File: config.mk
export PLATFORM = sky130hd
export DESIGN_NAME = dcm_prog_ctrl_flat
export DESIGN_NICKNAME = d
export VERILOG_FILES = /design/src/rtl/dcm_prog_ctrl_if.sv /design/src/rtl/dcm_prog_ctrl.sv /design/src/flat_wrapper.sv
export SDC_FILE = /design/constraint.sdc
export NUM_CORES = 1
export LEC_CHECK = 0
export ABC_AREA = 1
export CAP_MARGIN = 20
export CORE_MARGIN = 2
export CORE_UTILIZATION = 65
export CTS_BUF_LIST = sky130_fd_sc_hd__clkbuf_2
export DETAILED_ROUTE_END_ITERATION = 12
export GPL_ROUTABILITY_DRIVEN = 0
export GPL_TIMING_DRIVEN = 0
export PLACE_DENSITY = 0.81
export SYNTH_ARGS = -nofsm -noshare
export SYNTH_HDL_FRONTEND = slang
export SYNTH_SLANG_ARGS = --single-unit
File: constraint.sdc
create_clock -name clk -period 1.96 [get_ports clk]
set_input_delay 0.392 -clock clk [delete_from_list [all_inputs] [get_ports clk]]
set_output_delay 0.392 -clock clk [all_outputs]
set_load 0.03 [all_outputs]
File: src/rtl/dcm_prog_ctrl_if.sv
// Bundle of the button, program and handshake signals between the board-side
// driver (master) and dcm_prog_ctrl (slave).
interface dcm_prog_ctrl_if;
    logic       btn_up;
    logic       btn_down;
    logic       btn_apply;
    logic [2:0] prog_cur;
    logic [2:0] prog_in;
    logic       update;
    logic       busy;
    logic       done;
    logic       err;

    modport master (
        output btn_up, btn_down, btn_apply, prog_cur,
        input  prog_in, update, busy, done, err
    );

    modport slave (
        input  btn_up, btn_down, btn_apply, prog_cur,
        output prog_in, update, busy, done, err
    );
endinterface

File: src/rtl/dcm_prog_ctrl.sv
// dcm_prog_ctrl: push-button front end for the dcm clock generator.
// Debounces up/down/apply, keeps a pending program 0..7 and holds update high
// until dcm reports the new program (or a timeout moves it to ERR).
// Optional feature macro: PROG_WRAP_EN (modulo-8 up/down instead of saturating).

// Per-button path: 2-FF synchronizer, stability counter, rising-edge strobe.
module dcm_prog_debounce #(
    parameter int DEBOUNCE_CNT = 1_000_000,
    parameter int CNT_W        = 32
) (
    input  logic clk,
    input  logic rst,
    input  logic raw,
    output logic press
);
    logic [1:0]       sync;
    logic             level;
    logic             level_d;
    logic [CNT_W-1:0] cnt;

    // Bring the asynchronous button into the clk domain.
    always_ff @(posedge clk or negedge rst) begin
        if (!rst) sync <= 2'b00;
        else      sync <= {sync[0], raw};
    end

    // Accept a new level only after it stayed stable for DEBOUNCE_CNT cycles;
    // any return to the accepted level restarts the count.
    always_ff @(posedge clk or negedge rst) begin
        if (!rst) begin
            cnt   <= '0;
            level <= 1'b0;
        end else if (sync[1] == level) begin
            cnt <= '0;
        end else if (cnt == CNT_W'(DEBOUNCE_CNT - 1)) begin
            level <= ~level;
            cnt   <= '0;
        end else begin
            cnt <= cnt + CNT_W'(1);
        end
    end

    // Delayed copy of the accepted level for press-edge detection.
    always_ff @(posedge clk or negedge rst) begin
        if (!rst) level_d <= 1'b0;
        else      level_d <= level;
    end

    assign press = level & ~level_d;
endmodule

module dcm_prog_ctrl #(
    parameter int DEBOUNCE_CNT = 1_000_000,
    parameter int ACK_TIMEOUT  = 200_000_000,
    parameter int CNT_W        = 32
) (
    input  logic            clk,
    input  logic            rst,
    dcm_prog_ctrl_if.slave  bus
);
    typedef enum logic [1:0] {IDLE, REQ, ERR} state_t;

    localparam int NUM_BTN = 3;
    localparam int B_UP    = 0;
    localparam int B_DOWN  = 1;
    localparam int B_APPLY = 2;

    logic [NUM_BTN-1:0] btn_raw;
    logic [NUM_BTN-1:0] btn_press;

    state_t           state, state_nxt;
    logic [2:0]       prog_q, prog_nxt, prog_adj;
    logic [CNT_W-1:0] timer, timer_nxt;
    logic             update_q, busy_q, done_q, err_q;
    logic             done_nxt;
    logic             up_s, down_s, apply_s;

    assign btn_raw = {bus.btn_apply, bus.btn_down, bus.btn_up};

    // One debouncer per button.
    for (genvar i = 0; i < NUM_BTN; i++) begin : g_btn
        dcm_prog_debounce #(
            .DEBOUNCE_CNT (DEBOUNCE_CNT),
            .CNT_W        (CNT_W)
        ) u_db (
            .clk   (clk),
            .rst   (rst),
            .raw   (btn_raw[i]),
            .press (btn_press[i])
        );
    end

    assign up_s    = btn_press[B_UP];
    assign down_s  = btn_press[B_DOWN];
    assign apply_s = btn_press[B_APPLY];

    // Candidate program after this cycle's up/down strobes; simultaneous
    // up and down cancel out.
    always_comb begin
        prog_adj = prog_q;
        if (up_s && !down_s) begin
`ifdef PROG_WRAP_EN
            prog_adj = prog_q + 3'd1;
`else
            if (prog_q != 3'd7) prog_adj = prog_q + 3'd1;
`endif
        end else if (down_s && !up_s) begin
`ifdef PROG_WRAP_EN
            prog_adj = prog_q - 3'd1;
`else
            if (prog_q != 3'd0) prog_adj = prog_q - 3'd1;
`endif
        end
    end

    // Next state, program and timer. Apply is evaluated against the
    // already-adjusted program; strobes seen in REQ are dropped.
    always_comb begin
        state_nxt = state;
        prog_nxt  = prog_q;
        timer_nxt = timer;
        done_nxt  = 1'b0;
        case (state)
            IDLE: begin
                prog_nxt = prog_adj;
                if (apply_s && prog_adj != bus.prog_cur) begin
                    state_nxt = REQ;
                    timer_nxt = '0;
                end
            end
            REQ: begin
                if (bus.prog_cur == prog_q) begin
                    state_nxt = IDLE;
                    done_nxt  = 1'b1;
                    timer_nxt = '0;
                end else if (timer == CNT_W'(ACK_TIMEOUT - 1)) begin
                    state_nxt = ERR;
                    timer_nxt = '0;
                end else begin
                    timer_nxt = timer + CNT_W'(1);
                end
            end
            ERR: begin
                prog_nxt = prog_adj;
                if (apply_s) begin
                    state_nxt = (prog_adj == bus.prog_cur) ? IDLE : REQ;
                    timer_nxt = '0;
                end
            end
            default: begin
                state_nxt = IDLE;
                timer_nxt = '0;
            end
        endcase
    end

    // State, program, timer and registered outputs; async reset drops
    // update without waiting for a clock edge.
    always_ff @(posedge clk or negedge rst) begin
        if (!rst) begin
            state    <= IDLE;
            prog_q   <= 3'd0;
            timer    <= '0;
            update_q <= 1'b0;
            busy_q   <= 1'b0;
            done_q   <= 1'b0;
            err_q    <= 1'b0;
        end else begin
            state    <= state_nxt;
            prog_q   <= prog_nxt;
            timer    <= timer_nxt;
            update_q <= (state_nxt == REQ);
            busy_q   <= (state_nxt == REQ);
            done_q   <= done_nxt;
            err_q    <= (state_nxt == ERR);
        end
    end

    assign bus.prog_in = prog_q;
    assign bus.update  = update_q;
    assign bus.busy    = busy_q;
    assign bus.done    = done_q;
    assign bus.err     = err_q;
endmodule

File: src/flat_wrapper.sv
// flat-port wrapper written by rule: the top's interface ports become plain ports
module dcm_prog_ctrl_flat 
#(
    parameter int DEBOUNCE_CNT = 1_000_000,
    parameter int ACK_TIMEOUT  = 200_000_000,
    parameter int CNT_W        = 32
)
  (clk, rst, bus_btn_up, bus_btn_down, bus_btn_apply, bus_prog_cur, bus_prog_in, bus_update, bus_busy, bus_done, bus_err);
  dcm_prog_ctrl_if bus_i ();
  input  logic clk;
  input  logic rst;
  input wire logic [$bits(bus_i.btn_up)-1:0] bus_btn_up;
  input wire logic [$bits(bus_i.btn_down)-1:0] bus_btn_down;
  input wire logic [$bits(bus_i.btn_apply)-1:0] bus_btn_apply;
  input wire logic [$bits(bus_i.prog_cur)-1:0] bus_prog_cur;
  output wire logic [$bits(bus_i.prog_in)-1:0] bus_prog_in;
  output wire logic [$bits(bus_i.update)-1:0] bus_update;
  output wire logic [$bits(bus_i.busy)-1:0] bus_busy;
  output wire logic [$bits(bus_i.done)-1:0] bus_done;
  output wire logic [$bits(bus_i.err)-1:0] bus_err;
  assign bus_i.btn_up = bus_btn_up;
  assign bus_i.btn_down = bus_btn_down;
  assign bus_i.btn_apply = bus_btn_apply;
  assign bus_i.prog_cur = bus_prog_cur;
  assign bus_prog_in = bus_i.prog_in;
  assign bus_update = bus_i.update;
  assign bus_busy = bus_i.busy;
  assign bus_done = bus_i.done;
  assign bus_err = bus_i.err;
  dcm_prog_ctrl #(.DEBOUNCE_CNT(DEBOUNCE_CNT), .ACK_TIMEOUT(ACK_TIMEOUT), .CNT_W(CNT_W)) u_core (.clk(clk), .rst(rst), .bus(bus_i));
endmodule
==> reports/results.ini <==
[logic_synthesis]
ys_seq_area_share_pct=42.4
ys_seq_elements=148
yosysUniqueCellTypes=41
async_flop_share_pct=100
syn_area_um2=8740
avgSynthCellArea_um2=7.79
syn-instance-count=1122
synth_warnings=0
syn-num-nets=1137
synth_edf_count=0
synthFlopType=dfrtp_1

[global_route]
grt_pass1_wl_mm=33.8
grt_pass1_vias=7315
antenna_found_initial=1
track_usage_pct=29.4
grt_max_degree=76
grt_overflow_total=0

[pwr]
power_uw=5220
leakage_uw=0.00420
vdd_drop_max_uv=510
p_per_area_nw_per_um2=519

[floorplan]
ios=15
coreArea_um2=13200
placementRows=42
start_util_pct=66.2
die_y_um=120
die-area_um2=14400
dieWidth_um=120

[clock_network]
cts_buffers=17
cts-root-buf=clkbuf_2
clock_latency_ns=0.77
h-tree-depth=4
cts.clk_slew.worst_paths_ns=0.19
clock-sinks=148
clock_path_buffers=2
cts_tree=yes

[timing]
fin_tns_setup_ns=-1.55
finalWorstSetupSlack_ns=-0.114
setup_viol=30
skew_ns=0.0382
fin_crit_sh_pct=106
fin_crit_ns=2.07
rsz0062_at_grt=yes
whs_ns=0.0539
drv_slew=0
worstMarginPinSlew_ns=0.689
relSlewSlack_pct=54.1
final_hold_viol_count=0
max_freq_mhz=482

[placed_design]
placed_cell_area_um2=9130
dp_hpwl_mm=14.4
port_buffers=14
placed_cells_incl_taps=1313

[detailed_routing]
wl_per_cell_um=15.7
drt_pre_antenna_iters=5
dr_total_vias=8035
viasPerCell=5.86
drt_wl_total_mm=21.5
drc=0
postRouteAntennaNets=0
drtIter0Drc=952

[setup_path]
critPathKind=reg -> reg
cp.arrival_ns=2.76
required_ns=2.64
critPathMostFrequentCell=nand3_2
startpoint_type=register
slowest_stage=dfrtp_2
worstPathCellList=inv_4 > ha_4 > nand2_4 > nand3_2 > nand2_2 > xor2_1 > nand2_1 > nor2_2 > nand3_2 > nand2_4 > buf_6 > nand3_2 > nand2_2
path_max_fanout=8
max_stage_delay_ns=0.52
crit_path_end_kind=register
reg2reg_slack_ns=-0.11
critPathBufInv=2
crit_family=simple AND/OR/NAND/NOR gates

[cells_and_area]
final_cell_count_no_fill=1370
fillers=972
fin_nets=1197
drive_above_1_share_pct=16.9
syn_to_final_growth_pct=15.2
mostFrequentLayoutCells=186 x nand2_1, 168 x nor2_1, 142 x dfrtp_1
layout_commonest_cell=nand2_1
final_cell_area_um2=10100

[outcome]
violations=negative setup slack
status=finished with violations

[min_path]
hold_class=in -> reg

[job]
maxCapViolCount=0

-- kinds of logic after synthesis --
family          Yosys count  share of synthesized area, %
simple gates            690                          38.5
buf+inv                 155                          7.16
flops                   148                          42.4
xor+xnor                 88                          8.82
compound gates           34                          2.12
fa+ha+maj                 7                          1.00
-- worst paths after layout --
path,startpoint,end,depth (start not counted)
max,u_core.bus.prog_in[0],u_core.timer[14],13
min,bus_btn_up,u_core.g_btn[0].u_db.sync[0],1
max reg2reg,u_core.bus.prog_in[0],u_core.timer[14],13
min reg2reg,u_core.g_btn[0].u_db.sync[0],u_core.g_btn[0].u_db.sync[1],0
max in group asynchronous,rst,u_core.bus.prog_in[0],3
min in group asynchronous,rst,u_core.g_btn[1].u_db.cnt[17],2
-- synth_stat cells (6+ instances only) --
| cell type | number | area, um^2 |
|---|---|---|
| xnor2_1 | 19 | 166 |
| nand3b_1 | 6 | 45.0 |
| nand3_1 | 91 | 455 |
| nand2_2 | 9 | 56.3 |
| clkbuf_1 | 10 | 37.5 |
| a21oi_1 | 12 | 60.1 |
| nor3_1 | 74 | 370 |
| o21ai_0 | 15 | 75.1 |
| nand3_2 | 9 | 90.1 |
| inv_1 | 127 | 477 |
| nor2_2 | 8 | 50.1 |
| ha_1 | 7 | 87.6 |
| nand2_1 | 194 | 728 |
| nor4_1 | 26 | 163 |
| dfrtp_1 | 148 | 3700 |
| nor2_1 | 175 | 657 |
| xor2_1 | 69 | 604 |
| nand4_1 | 56 | 350 |
| nor3b_1 | 11 | 82.6 |
-- power breakdown --
group	internal [uW]	switching [uW]
combinational	62.3	139
clock	823	1090
sequential	3080	23.4
-- worst register-to-register path, cell delays in order (launching register included) --
cell	delay (ns)
dfrtp_2	0.52
inv_4	0.07
ha_4	0.17
nand2_4	0.07
nand3_2	0.09
nand2_2	0.10
xor2_1	0.14
nand2_1	0.10
nor2_2	0.15
nand3_2	0.10
nand2_4	0.18
buf_6	0.18
nand3_2	0.08
nand2_2	0.08
-- state kept, by name, summed over array words and instances, names as in the netlist --
| register | cells |
|---|---|
| u_core.state | 2 |
| u_core.bus.prog_in | 3 |
| u_core.g_btn.u_db.level_d | 3 |
| u_core.bus.update | 1 |
| u_core.g_btn.u_db.level | 3 |
| u_core.bus.err | 1 |
| u_core.g_btn.u_db.cnt | 96 |
| u_core.timer | 32 |
| u_core.bus.done | 1 |
| u_core.g_btn.u_db.sync | 6 |
-- routing by layer --
| metal | vias up | GRT usage, % | wire, um |
|---|---|---|---|
| met5 | - | 0 | 0 |
| met4 | 0 | 9.85 | 524 |
| met3 | 64 | 6.13 | 1530 |
| met2 | 354 | 46.4 | 10400 |
| met1 | 3808 | 40.5 | 9060 |
| li1 | 3809 | - | - |
-- layout make-up --
| class | count | area, um^2 | share of cell area [%] |
|---|---|---|---|
| antenna | 1 | 2.50 | 0.0249 |
| buffer | 22 | 133 | 1.32 |
| clock buffer | 19 | 95.1 | 0.945 |
| clock inverter | 11 | 161 | 1.60 |
| inverter | 133 | 507 | 5.04 |
| multi-input combinational | 819 | 4850 | 48.2 |
| sequential | 148 | 3710 | 36.9 |
| tap | 176 | 220 | 2.19 |
| timing repair buffer | 41 | 380 | 3.78 |
-- stage by stage --
stage          setup slack, ns  util, %
6_report                -0.114     76.3
5_1_grt                 -0.179     76.3
4_1_cts                -0.0340     71.9
3_5_place_dp            -0.268     69.2
3_3_place_gp             -5.24     69.0
2_1_floorplan           0.0231        -
-- timing repair --
action                                  in CTS  in global routing
pin swaps                                    1                 44
endpoints found under the setup margin      67                 78
cloned                                       0                  3
buffers inserted                             5                 15
hold buffers                                 2                  1
hold endpoints to repair                    74                  1
gates resized for setup                     41                 97
No activity file was read; power rests on OpenSTA's default activity.
